## src/rtl/mul_arbiter_if.sv

```systemverilog
`default_nettype none
// ============================================================================
// Module   : mul_arbiter_if
// Purpose  : Requester and shared-multiplier signals of mul_arbiter.
// Revision : 1.0 - initial release
// ============================================================================
interface mul_arbiter_if #(
    parameter int WIDTH = 8
);
    logic                 req0;
    logic                 req1;
    logic [WIDTH-1:0]     a0;
    logic [WIDTH-1:0]     b0;
    logic [WIDTH-1:0]     a1;
    logic [WIDTH-1:0]     b1;
    logic                 gnt0;
    logic                 gnt1;
    logic                 done0;
    logic                 done1;
    logic [2*WIDTH-1:0]   result;
    logic                 mul_start;
    logic [WIDTH-1:0]     mul_a;
    logic [WIDTH-1:0]     mul_b;
    logic                 mul_done;
    logic [2*WIDTH-1:0]   mul_out;
    logic                 err;

    // Requesters plus the multiplier controller.
    modport master (
        output req0, req1, a0, b0, a1, b1, mul_done, mul_out,
        input  gnt0, gnt1, done0, done1, result, mul_start, mul_a, mul_b, err
    );

    // The arbiter.
    modport slave (
        input  req0, req1, a0, b0, a1, b1, mul_done, mul_out,
        output gnt0, gnt1, done0, done1, result, mul_start, mul_a, mul_b, err
    );
endinterface
`default_nettype wire

```

## src/rtl/mul_arbiter.sv

```systemverilog
`default_nettype none
// ============================================================================
// Module   : mul_arbiter
// Purpose  : Round-robin arbiter sharing one multiplier between two requesters.
//            Optional WAIT timeout abort enabled by macro ARB_TIMEOUT_EN.
// Revision : 1.0 - initial release
// ============================================================================
module mul_arbiter #(
    parameter int WIDTH   = 8,
    parameter int TIMEOUT = 15
) (
    input  wire logic    clk,
    input  wire logic    rst,
    mul_arbiter_if.slave bus
);
    localparam logic [1:0] c_IDLE  = 2'd0;
    localparam logic [1:0] c_ISSUE = 2'd1;
    localparam logic [1:0] c_WAIT  = 2'd2;
    localparam logic [1:0] c_RESP  = 2'd3;

    if (TIMEOUT < 1) begin : g_timeout_range
        $error("mul_arbiter: TIMEOUT must be at least 1");
    end

    logic [1:0]         r_state;
    logic [1:0]         w_next_state;
    logic               r_owner;     // 1: requester 1 owns the multiplier
    logic               r_last;      // 1: requester 1 was served last
    logic [WIDTH-1:0]   r_mul_a;
    logic [WIDTH-1:0]   r_mul_b;
    logic [2*WIDTH-1:0] r_result;
    logic               w_any_req;
    logic               w_pick;
    logic               w_expire;

    assign w_any_req = bus.req0 | bus.req1;
    // Contention goes to whoever was not served last; otherwise the sole requester.
    assign w_pick    = (bus.req0 & bus.req1) ? ~r_last : ~bus.req0;

`ifdef ARB_TIMEOUT_EN
    localparam int c_CNT_W = $clog2(TIMEOUT + 1);
    logic [c_CNT_W-1:0] r_wait_cnt;
    logic               r_tmo;

    assign w_expire = (r_wait_cnt == c_CNT_W'(TIMEOUT - 1));

    always_ff @(posedge clk) begin
        if (rst) begin
            r_wait_cnt <= '0;
            r_tmo      <= 1'b0;
        end else if (r_state == c_ISSUE) begin
            r_wait_cnt <= '0;
            r_tmo      <= 1'b0;
        end else if (r_state == c_WAIT && !bus.mul_done) begin
            if (w_expire) begin
                r_tmo <= 1'b1;
            end else begin
                r_wait_cnt <= r_wait_cnt + 1'b1;
            end
        end
    end
`else
    assign w_expire = 1'b0;
`endif

    always_ff @(posedge clk) begin
        if (rst) begin
            r_state <= c_IDLE;
        end else begin
            r_state <= w_next_state;
        end
    end

    always_comb begin
        w_next_state = r_state;
        case (r_state)
            c_IDLE:  if (w_any_req) w_next_state = c_ISSUE;
            c_ISSUE: w_next_state = c_WAIT;
            c_WAIT:  if (bus.mul_done || w_expire) w_next_state = c_RESP;
            c_RESP:  w_next_state = c_IDLE;
            default: w_next_state = c_IDLE;
        endcase
    end

    always_ff @(posedge clk) begin
        if (rst) begin
            r_owner  <= 1'b0;
            r_last   <= 1'b1;
            r_mul_a  <= '0;
            r_mul_b  <= '0;
            r_result <= '0;
        end else begin
            case (r_state)
                c_IDLE: if (w_any_req) begin
                    r_owner <= w_pick;
                    r_mul_a <= w_pick ? bus.a1 : bus.a0;
                    r_mul_b <= w_pick ? bus.b1 : bus.b0;
                end
                c_WAIT: if (bus.mul_done) r_result <= bus.mul_out;
                c_RESP: r_last <= r_owner;
                default: ;
            endcase
        end
    end

    always_comb begin
        bus.gnt0      = 1'b0;
        bus.gnt1      = 1'b0;
        bus.done0     = 1'b0;
        bus.done1     = 1'b0;
        bus.mul_start = 1'b0;
        bus.err       = 1'b0;
        if (r_state != c_IDLE) begin
            bus.gnt0 = ~r_owner;
            bus.gnt1 = r_owner;
        end
        if (r_state == c_RESP) begin
            bus.done0 = ~r_owner;
            bus.done1 = r_owner;
`ifdef ARB_TIMEOUT_EN
            bus.err   = r_tmo;
`endif
        end
        bus.mul_start = (r_state == c_ISSUE);
        bus.mul_a     = r_mul_a;
        bus.mul_b     = r_mul_b;
        bus.result    = r_result;
    end
endmodule
`default_nettype wire
```

## src/flat_wrapper.sv

```systemverilog
// flat-port wrapper written by rule: the top's interface ports become plain ports
module mul_arbiter_flat 
#(
    parameter int WIDTH   = 8,
    parameter int TIMEOUT = 15
)
  (clk, rst, bus_req0, bus_req1, bus_a0, bus_b0, bus_a1, bus_b1, bus_mul_done, bus_mul_out, bus_gnt0, bus_gnt1, bus_done0, bus_done1, bus_result, bus_mul_start, bus_mul_a, bus_mul_b, bus_err);
  mul_arbiter_if #(.WIDTH(WIDTH)) bus_i ();
  input  wire logic clk;
  input  wire logic rst;
  input wire logic [$bits(bus_i.req0)-1:0] bus_req0;
  input wire logic [$bits(bus_i.req1)-1:0] bus_req1;
  input wire logic [$bits(bus_i.a0)-1:0] bus_a0;
  input wire logic [$bits(bus_i.b0)-1:0] bus_b0;
  input wire logic [$bits(bus_i.a1)-1:0] bus_a1;
  input wire logic [$bits(bus_i.b1)-1:0] bus_b1;
  input wire logic [$bits(bus_i.mul_done)-1:0] bus_mul_done;
  input wire logic [$bits(bus_i.mul_out)-1:0] bus_mul_out;
  output wire logic [$bits(bus_i.gnt0)-1:0] bus_gnt0;
  output wire logic [$bits(bus_i.gnt1)-1:0] bus_gnt1;
  output wire logic [$bits(bus_i.done0)-1:0] bus_done0;
  output wire logic [$bits(bus_i.done1)-1:0] bus_done1;
  output wire logic [$bits(bus_i.result)-1:0] bus_result;
  output wire logic [$bits(bus_i.mul_start)-1:0] bus_mul_start;
  output wire logic [$bits(bus_i.mul_a)-1:0] bus_mul_a;
  output wire logic [$bits(bus_i.mul_b)-1:0] bus_mul_b;
  output wire logic [$bits(bus_i.err)-1:0] bus_err;
  assign bus_i.req0 = bus_req0;
  assign bus_i.req1 = bus_req1;
  assign bus_i.a0 = bus_a0;
  assign bus_i.b0 = bus_b0;
  assign bus_i.a1 = bus_a1;
  assign bus_i.b1 = bus_b1;
  assign bus_i.mul_done = bus_mul_done;
  assign bus_i.mul_out = bus_mul_out;
  assign bus_gnt0 = bus_i.gnt0;
  assign bus_gnt1 = bus_i.gnt1;
  assign bus_done0 = bus_i.done0;
  assign bus_done1 = bus_i.done1;
  assign bus_result = bus_i.result;
  assign bus_mul_start = bus_i.mul_start;
  assign bus_mul_a = bus_i.mul_a;
  assign bus_mul_b = bus_i.mul_b;
  assign bus_err = bus_i.err;
  mul_arbiter #(.WIDTH(WIDTH), .TIMEOUT(TIMEOUT)) u_core (.clk(clk), .rst(rst), .bus(bus_i));
endmodule
```

## config.mk

```make
export PLATFORM = sky130hd
export DESIGN_NAME = mul_arbiter_flat
export DESIGN_NICKNAME = d
export VERILOG_FILES = /design/src/rtl/mul_arbiter_if.sv /design/src/rtl/mul_arbiter.sv /design/src/flat_wrapper.sv
export SDC_FILE = /design/constraint.sdc
export NUM_CORES = 1
export LEC_CHECK = 0
export CORE_MARGIN = 2
export CORE_UTILIZATION = 40
export DETAILED_ROUTE_END_ITERATION = 12
export DONT_BUFFER_PORTS = 1
export SETUP_SLACK_MARGIN = 0.5
export SYNTH_ARGS = -nofsm -noshare
export SYNTH_HDL_FRONTEND = slang
export SYNTH_SLANG_ARGS = --single-unit
```

## constraint.sdc

```tcl
create_clock -name clk -period 1.95 [get_ports clk]
set_clock_uncertainty 0.15 [all_clocks]
set_input_delay 0.39 -clock clk [delete_from_list [all_inputs] [get_ports clk]]
set_output_delay 0.39 -clock clk [all_outputs]
set_load 0.02 [all_outputs]
```

Word-level counts from Yosys, hierarchy flattened. Index checks and enable logic that the tools add are counted.

Bits in registers: 36. Latch bits: 0. Bits in writable memories: 0. ROM bits: 0. Output and inout port bits: 38. Memories: 0.

Add/sub/neg operators: 0. Multipliers: 0. Divide/modulo/power cells: 0. Magnitude comparators: 0. Equal/unequal tests: 5. Shifts and indexed selects: 0. Muxes and demuxes: 10. Bitwise operators: 5. Reduce and logical (&&, ||, !) cells: 5.

Operator list (count): $mux 8 (2); $pmux 2 s4 (1); $reduce_and 2->1 (3); $mux 1 (5); $eq 2x2->1 const B (2); $mux 2 (2); $not 1->1 (3); $eq 2x1->1 const B (1); $logic_not 2->1 (1); $ne 2x1->1 const B (1); $ne 2x2->1 const B (1); $reduce_bool 2->1 (1); $and 1x1->1 (1); $or 1x1->1 (1).

Longest topological paths before layout. Gate-level depths: netlist of the first run.

Word-level depth: 3. Mapped depth: 7. Depth with buffers taken out: 5.

Worst setup path before layout of the first run. OpenSTA, ideal clock, no wires.

Kind: reg2reg. Start: register u_core.r_state[0]. End: register u_core.r_result[10] (netlist: u_core.bus.result[10]). Arrival time: 1275 ps. Required time: 1730 ps. Slack: 455 ps. Stages on the path, launching flop included: 7. Path buffers: 1. Period minus slack after synthesis: 1495 ps. Path through: dfxtp_1 > inv_1 > ha_1 > nand2_1 > clkbuf_1 > nand2_1 > a21oi_1.

Word-level cells in the longest chain between the ends: 2.

RTL lines: from (decl) (RTL line mul_arbiter.sv:25) `logic [1:0] r_state;`; from (signal assigned) (RTL line mul_arbiter.sv:68) `r_state <= c_IDLE;`; from (signal assigned) (RTL line mul_arbiter.sv:70) `r_state <= w_next_state;`; $eq 2x2->1 (RTL line mul_arbiter.sv:93) `case (r_state)`; $reduce_and 2->1 (no line); to (signal assigned) (RTL line mul_arbiter.sv:99) `c_WAIT: if (bus.mul_done) r_result <= bus.mul_out;`; to (decl) (RTL line mul_arbiter.sv:31) `logic [2*WIDTH-1:0] r_result;`.

No other way between the ends. A chain may end at the register's enable or synchronous reset.

Worst setup path after layout of the first run.
Start: register u_core.r_state[1]. End: output port bus_gnt1.

Word-level cells in the longest chain between the ends: 2.

RTL lines: $reduce_bool 2->1 (RTL line mul_arbiter.sv:113) `if (r_state != c_IDLE) begin`; $mux 1 (RTL line mul_arbiter.sv:113); to (decl) (RTL line flat_wrapper.sv:20) `output wire logic [$bits(bus_i.gnt1)-1:0] bus_gnt1;`.

No other way between the ends.

==> results of run 1 <==
## worst reg2reg max path, cell delays in order (launching register included)
cell,delay [ns]
dfxtp_4,0.37
inv_4,0.07
ha_2,0.26
o21a_4,0.22
nor2_1,0.06
a311oi_1,0.26
## power breakdown
part	switching (mW)	internal (mW)	leakage [nW]
logic	0.416	0.319	0.280
registers	0.367	0.944	0.297
clock network	0.260	0.282	0.0510
## cell type report
cell class,count,area [µm²],area share (%)
multi-input combinational,142,879.6,48.62
sequential,36,729.5,40.32
clock buffer,6,82.58,4.564
tap,50,62.56,3.458
timing repair buffer,3,22.52,1.245
inverter,4,22.52,1.245
clock inverter,2,10.01,0.5532
## metrics by stage
stage / area, µm² / total power, mW
CTS: 1782 / 2.595
global placement: 1569 / 1.830
global route: 1809 / 2.766
finish: 1809 / 2.589
floorplan: 1617 / 1.816
detailed placement: 1569 / 1.871
## flip-flops by register name (all words and copies together), names as in the netlist
name / flops
u_core.bus.result: 16
u_core.bus.mul_a: 8
u_core.bus.mul_b: 8
u_core.r_state: 2
u_core.r_last: 1
u_core.r_owner: 1
## cells in the final DEF (no fill, tap or decap), types with 2 or more instances in the layout
| cell | instances |
|---|---|
| ha_2 | 2 |
| dfxtp_4 | 2 |
| clkbuf_8 | 6 |
| buf_4 | 3 |
| o21a_4 | 3 |
| clkinv_2 | 2 |
| nand2_1 | 32 |
| a311oi_1 | 16 |
| nor2_1 | 20 |
| o21ai_0 | 15 |
| inv_4 | 3 |
| dfxtp_1 | 33 |
| a21oi_1 | 16 |
| ha_4 | 2 |
| and2_4 | 3 |
| nand3_1 | 16 |
| nand2b_1 | 2 |
| nor2_4 | 2 |
## worst max-delay path by stage
stage | start | end | depth (start not counted)
4_1_cts | u_core.r_state[1] | bus_gnt1 | 3
5_1_grt | u_core.r_state[1] | bus_gnt1 | 3
3_3_place_gp | u_core.r_state[0] | u_core.bus.mul_b[5] | 5
2_1_floorplan | u_core.r_state[1] | bus_gnt0 | 3
6_report | u_core.r_state[1] | bus_gnt1 | 3
3_5_place_dp | u_core.r_state[1] | u_core.bus.mul_b[6] | 5
## Yosys cell counts, types with 4 or more instances
cell	n
buf_2	4
buf_4	4
nand2_1	33
nor2_1	22
clkbuf_1	5
a311oi_1	16
dfxtp_1	36
ha_1	5
inv_1	4
a21oi_1	17
o21ai_0	15
nand3_1	16
## routing by layer
| metal | part of all wire, % | GRT usage, % | vias to the layer above |
|---|---|---|---|
| li1 | - | - | 669 |
| met1 | 41 | 21.81 | 639 |
| met2 | 48 | 26.73 | 69 |
| met3 | 10 | 6.833 | 7 |
| met4 | 1.6 | 7.143 | 0 |
| met5 | 0 | 0 | - |
## logic make-up after synthesis
family,after synthesis
AO/OA/AOI/OAI,53
adder cells (fa/ha/maj),5
buffers and inverters,21
flip-flops,36
multiplexers,1
other,1
AND/OR/NAND/NOR,79
## what timing repair did
item	in CTS	in global routing
resized for setup	26	7
pin swaps	2	4
setup buffers	3	0
gates cloned	2	1
endpoints found under the setup margin	38	40
==> results by group, run 1 <==
Worst setup path
  • Slowest-stage cell, CP: dfxtp_4
  • Critical R2R Launch: u_core.r_state[1]
  • Worst setup EP type: primary output
  • FF-to-FF path depth: 5
  • Crit-path max cell delay: 0.38 ns
  • Cell Chain, Critical Path: inv_4 > ha_4 > nor2b_4
  • R2R Path End: u_core.bus.mul_b[6]
  • Worst setup SP type: flip-flop
  • WP buf/inv: 1
  • Worst-path maximum fanout: 3
  • Internal reg-to-reg setup slack: 0.47 ns
  • CP delay by family, top: flip-flops
  • Critical path arrival: 1.06 ns
  • CP Class: reg -> out
  • CP required: 1.41 ns

Min path
  • Hold-critical path endpoint: u_core.bus.result[3]
  • Hold path cells: 1
  • Worst hold start: rst
  • Hold Crit Class: in -> reg

Clock tree
  • Hold buffers post-CTS: 0
  • Clk buf depth: 2
  • Reg clk slew, reported paths: roughly 0.07 ns
  • Root buf cell: clkbuf_8
  • Clk Latency, worst-skew pair: 0.28 ns
  • CTS tree: done
  • CTS H-tree lvls: 2
  • CTS Buf Count: 5
  • Total clock sinks: 36

Finish
  • Fin nets: 250
  • Fillers: 401
  • Count of non-filler cells in the finished layout: 243
  • Post-layout util: 45.89%
  • Antenna cell count: 0
  • Area growth syn-to-layout: 12.44%
  • Ratio of cells with drive above 1 in the final layout: roughly a fifth

Yosys
  • Dominant cell type by area after synthesis: dfxtp_1
  • Synth Area in XOR/XNOR: 0%
  • Simple-gate share of the synthesized area: 21.07%
  • Most used DFF post-synth: dfxtp_1
  • Share of the synthesized area in the top cell type: 44.79%
  • Syn_area_per_cell: 8.209 µm²
  • Compound-gate portion of the synthesized area: 21.85%
  • Yosys cell types: 25
  • Post-synth EDFFs: 0
  • Ranking of synthesized cells by area: dfxtp_1 (45%), a311oi_1 (8.7%), nand2_1 (7.7%), a21oi_1 (5.3%), nor2_1 (5.1%)
  • Post-synthesis adder-cell area fraction: 3.888%
  • FF+latch count, synth: 36
  • Mux share of post-synthesis cell area: less than 1%
  • Syn Inst Count: about 200
  • YS warnings: 0
  • Asr flop ratio synth: 0%
  • Synthesized net count: 254
  • Main combinational cell family by area after synthesis: compound AO/OA/AOI/OAI gates
  • Mapped cell area: around 1600 µm²
  • Sequential area share after synthesis: 44.79%

Detailed routing
  • First-pass DRT Iterations: 4
  • Remaining DRCs: 0
  • Drt wl/cell: 16.37 µm
  • Via count: around 1400
  • Final WL: about 4000 µm
  • Initial DRC Count: 40
  • Drt via density: 5.695
  • ANT nets after route: 0

Global routing
  • First-pass GRT wire length: between 5000 and 6000 µm
  • Vias in the first global route: 1221
  • Largest net degree at the start of global routing: 38
  • Initial antenna violation count: 0
  • Total Routing Usage GR: 17.44%
  • Overflow after GRT: 0

Floorplan
  • FP Rows: 23
  • Die area: 4546 µm²
  • Initial core utilization: 40.81%
  • Core area: 3943 µm²
  • Ports: 91
  • Die X: 67.43 µm
  • Die height: 67.43 µm

Placement
  • Global placement routability congestion: 0.7009
  • IO buf count: 0
  • Pre-CTS setup slack: 0.3027 ns
  • Post-DP HPWL: 2566 µm
  • Cell total after placement: 229

Timing
  • Fin crit period: 1.598 ns
  • Hold_ws: 0.01990 ns
  • Final setup violation count: 0
  • Fin. max-slew vios: 0
  • Fmax: 625.7 MHz
  • Setup TNS Final: 0 ns
  • Final Hold Vio Count: 0
  • Period utilisation layout: 81.96%
  • Final worst slack: 0.3517 ns
  • RSZ-0062 raised after global routing: yes

Power and ir drop
  • Leak Pwr: 0.6282 nW
  • Pwr/cell area: 1431 nW/µm²
  • Max VDD drop: ~0.00066 V

Run
  • Max-cap viol count: 0

Status
  • Status: complete, no violations
Note: power is estimated with default switching activity, not from simulation.
==> run 2, diff against run 1 <==
- clock period: 1.95 -> 1.7 ns (I/O delays scaled with it)
==> run 2 against run 1 <==
- the run now ends with hold timing left
- worst hold slack got worse by 0.058 ns
- worst setup slack worse by 0.21 ns
- non-clock buffer count grew 4
- combinational power grew 52%
- critical path type unchanged
==> results by group, run 2 (synthesis results as in run 1) <==
Status
  • Status: finished, violations left
  • Failing checks: hold timing

Floorplan
  • Core area: 3943 µm²
  • Die area: 4546 µm²
  • FP Rows: 23
  • Initial core utilization: 40.81%
  • Die height: 67.43 µm
  • Ports: ~90
  • Die X: 67.43 µm

Timing
  • Fin. max-slew vios: 0
  • Final worst slack: 0.1425 ns
  • Period utilisation layout: 91.62%
  • Final setup violation count: 0
  • Fmax: 642.1 MHz
  • Fin crit period: 1.557 ns
  • Hold_ws: -0.03766 ns
  • Final Hold Vio Count: 33
  • RSZ-0062 raised after global routing: yes
  • Setup TNS Final: 0 ns

Finish
  • Commonest non-fill, non-tap cells in the layout: dfxtp_2 (28), nor2_1 (18), nand2_2 (18), nand3_1 (16)
  • Ratio of cells with drive above 1 in the final layout: between 50% and 60%
  • Fin area: 2107 µm²
  • Fillers: 356
  • Commonest non-fill, non-tap cell in the layout: dfxtp_2
  • Antenna cell count: 0
  • Area growth syn-to-layout: 30.95%
  • Fin nets: 257
  • Largest register FFs: 16
  • Post-layout util: 53.44%

Run
  • Max-cap viol count: 0

Global routing
  • Largest net degree at the start of global routing: 38
  • Vias in the first global route: between 1000 and 1500
  • First-pass GRT wire length: ~6600 µm
  • Overflow after GRT: 0
  • Total Routing Usage GR: about a fifth
  • Initial antenna violation count: 0

Worst setup path
  • Crit-path max cell delay: 0.40 ns
  • Cell Chain, Critical Path: inv_6 > ha_4 > nor2b_4
  • CP required: ~1.2 ns
  • Slowest-stage cell, CP: dfxtp_4
  • Worst setup EP type: primary output
  • CP delay by family, top: flip-flops
  • Critical path arrival: 1.07 ns
  • WP buf/inv: 1
  • Worst setup SP type: flip-flop
  • Worst-path maximum fanout: 4
  • CP Class: reg -> out

Power and ir drop
  • Final Power: 3.334 mW
  • Max VDD drop: 0.0008070 V
  • Pwr/cell area: between 1500 and 2000 nW/µm²
  • Leak Pwr: around 0.68 nW

Detailed routing
  • Drt wl/cell: approximately 19 µm
  • Via count: 1492
  • Final WL: approximately 4700 µm
  • Initial DRC Count: 34
  • ANT nets after route: 0
  • First-pass DRT Iterations: 4
  • Remaining DRCs: 0
  • Drt via density: between 5 and 6

Placement
  • IO buf count: 0
  • Global placement routability congestion: 0.6656
  • Pre-CTS setup slack: 0.1947 ns
  • Cell Area, Placed: 1647 µm²
  • Post-DP HPWL: 2708 µm

Clock tree
  • CTS Buf Count: 5
  • Clk Latency, worst-skew pair: ~0.28 ns
  • Total clock sinks: 36
  • CTS H-tree lvls: 2
  • Reg clk slew, reported paths: 0.07 ns
  • Root buf cell: clkbuf_8
  • Clk buf depth: 2
  • CTS tree: done

Min path
  • Hold Crit Class: in -> reg
run 2: timing repair:
item,CTS,global route
buffers inserted,3,3
pin swaps,5,16
setup endpoints to repair,73,46
resized for setup,49,42
hold endpoints to repair,33,34
gates cloned,4,2
run 2: where the power goes:
part,leakage [nW],internal [mW],switching (mW)
clock,0.0455,0.331,0.291
sequential,0.311,1.15,0.442
combinational,0.325,0.520,0.603
total,0.682,2.00,1.34
run 2: layer usage:
| metal | track usage, % | vias up | wire length (µm) |
|---|---|---|---|
| li1 | - | 693 | - |
| met1 | 23.03 | 735 | 1975 |
| met2 | 33.42 | 60 | 2358 |
| met3 | 7.333 | 4 | 369 |
| met4 | 6.122 | 0 | 33 |
| met5 | 0 | - | 0 |
run 2: layout make-up:
cell class	instances	area, µm²	area share [%]
Clock buffer	8	90.09	4.276
Inverter	4	25.02	1.188
Multi-Input combinational cell	145	1075	51.01
Sequential cell	36	782.0	37.11
Tap cell	50	62.56	2.969
Timing Repair Buffer	7	72.57	3.444
run 2: per-stage QoR:
| step | hold slack [ns] | cells |
|---|---|---|
| 6_report | -0.03766 | 250 |
| 3_3_place_gp | 0.2624 | 230 |
| 5_1_grt | -0.05820 | 250 |
| 3_5_place_dp | 0.2645 | 230 |
| 4_1_cts | -0.05094 | 245 |
| 2_1_floorplan | 0.2920 | 196 |
run 2: path summary, 6_finish.rpt:
check	start	endpoint	slack (ns)	depth (start not counted)
setup / recovery	u_core.r_state[0]	bus_gnt1	0.14	3
hold / removal	rst	u_core.bus.result[0]	-0.04	1
setup reg to reg	u_core.r_state[0]	u_core.r_state[1]	0.18	6
hold reg to reg	u_core.r_last	u_core.r_last	0.33	1
==> run 3, diff against run 2 <==
- clock period: 1.7 -> 1.8 ns (I/O delays scaled with it)
==> run 3 against run 2 <==
- the run still ends with hold timing left
- die area is the same
- sequential power shrank 9%
- critical endpoint unchanged
- register-to-register slack gained 0.12 ns
- global-route usage shrank 0.76 points
- highest routed layer unchanged
- worst setup slack gained 0.091 ns
- critical path depth is the same
- clock power shrank 2%
- critical path type unchanged
- sequential share of layout area grew 0.19 points
==> results by group, run 3 (synthesis results as in run 1) <==
Detailed routing
  • ANT nets after route: 0
  • Final WL: 4313 µm
  • Remaining DRCs: 0
  • Drt via density: 5.838
  • Drt wl/cell: between 15 and 20 µm
  • Via count: 1442
  • Initial DRC Count: 59
  • First-pass DRT Iterations: 4

Finish
  • Largest register FFs: 16
  • Fin nets: 255
  • Area growth syn-to-layout: 21.54%
  • Fillers: approximately 380
  • Ratio of cells with drive above 1 in the final layout: between 20% and 30%
  • Antenna cell count: 0
  • Commonest non-fill, non-tap cells in the layout: dfxtp_1 (33), nand2_1 (32), nand3_1 (16), a21oi_1 (16), o21ai_0 (15)
  • Commonest non-fill, non-tap cell in the layout: dfxtp_1

Min path
  • Worst hold start: rst
  • Hold path cells: 1
  • Hold Crit Class: in -> reg

Timing
  • Hold_ws: -0.005332 ns
  • Fmax: 638.2 MHz
  • Setup TNS Final: 0 ns
  • Final Hold Vio Count: 12
  • Period utilisation layout: between 80% and 90%
  • Final setup violation count: 0
  • Fin. max-slew vios: 0
  • RSZ-0062 raised after global routing: yes
  • Fin crit period: 1.567 ns

Floorplan
  • Die X: 67.43 µm
  • Initial core utilization: 40.81%
  • FP Rows: 23
  • Die area: 4546 µm²
  • Core area: approximately 4000 µm²
  • Ports: 91
  • Die height: 67.43 µm

Power and ir drop
  • Final Power: 3.080 mW
  • Max VDD drop: 0.0006149 V
  • Pwr/cell area: approximately 1600 nW/µm²
  • Leak Pwr: 0.6701 nW

Worst setup path
  • CP Class: reg -> out
  • Worst Setup SP: u_core.r_state[1]
  • Worst-path maximum fanout: 3
  • FF-to-FF path depth: 7
  • Worst setup SP type: flip-flop
  • CP required: 1.29 ns
  • Critical R2R Launch: u_core.r_state[0]
  • Worst setup EP type: primary output
  • Critical path arrival: 1.06 ns

Global routing
  • First-pass GRT wire length: 6230 µm
  • Initial antenna violation count: 0
  • Vias in the first global route: ~1300
  • Overflow after GRT: 0
  • Total Routing Usage GR: 18.95%
  • Largest net degree at the start of global routing: 38

Status
  • Failing checks: hold timing
  • Status: finished, violations left

Clock tree
  • Reg clk slew, reported paths: 0.07 ns
  • Clk buf depth: 2
  • Total clock sinks: 36
  • CTS tree: done
  • CTS H-tree lvls: 2
  • Root buf cell: clkbuf_8
  • CTS Buf Count: 5
  • Clk Latency, worst-skew pair: about 0.28 ns

Placement
  • Global placement routability congestion: 0.7645
  • Post-DP HPWL: 2732 µm
  • IO buf count: 0

Run
  • Max-cap viol count: 0
[run 3: cell types whose count changed in the layout (fill, tap and decap cells not counted), sizes merged]
cell	before	now
buf	7	6
clkbuf	8	7
nand2	34	33
[run 3: power breakdown]
part           leakage, nW  switching, mW  internal [mW]
clock network       0.0503          0.270          0.341
registers            0.297          0.421           1.02
logic                0.323          0.539          0.487
total                0.670           1.23           1.85
[run 3: worst paths after layout]
| path | slack (ns) | to |
|---|---|---|
| max | 0.23 | bus_gnt1 |
| min | -0.005 | u_core.bus.mul_b[2] |
| max reg2reg | 0.30 | u_core.bus.mul_b[0] |
| min reg2reg | 0.37 | u_core.r_last |
[run 3: timing repair]
| item | CTS | global route |
|---|---|---|
| pin swaps | 22 | 7 |
| setup endpoints to repair | 39 | 40 |
| resized for setup | 30 | 14 |
| cloned | 5 | 0 |
| hold endpoints to repair | 32 | 33 |
| setup buffers | 4 | 2 |
[run 3: area by class of cell]
class,count,area (µm²),share of cell area [%]
Clock buffer,7,96.34,4.926
Timing Repair Buffer,6,52.55,2.687
Sequential cell,36,729.5,37.30
Inverter,4,20.02,1.024
Multi-Input combinational cell,144,994.7,50.86
Tap cell,50,62.56,3.199
[run 3: worst max-delay path: stages, from the launching register on]
cell     delay (ns)
dfxtp_4        0.38
inv_4          0.06
ha_4           0.17
nor2b_4        0.17
[run 3: routing by layer]
layer | vias up | track usage, % | share of wire [%]
met5 | - | 0 | 0
met4 | 0 | 7.653 | 0.90
met3 | 4 | 6.667 | 9.4
met2 | 68 | 31.93 | 51
met1 | 685 | 21.86 | 39
li1 | 685 | - | -
[run 3: metrics by stage]
step           worst slack, ns  utilization, %  area [µm²]  instances
3_3_place_gp            0.2875           40.65        1603        229
6_report                0.2332           49.60        1956        247
3_5_place_dp            0.2163           40.65        1603        229
5_1_grt                 0.2016           49.60        1956        247
2_1_floorplan           0.4425               -        1657        196
4_1_cts                 0.2171           47.67        1879        245
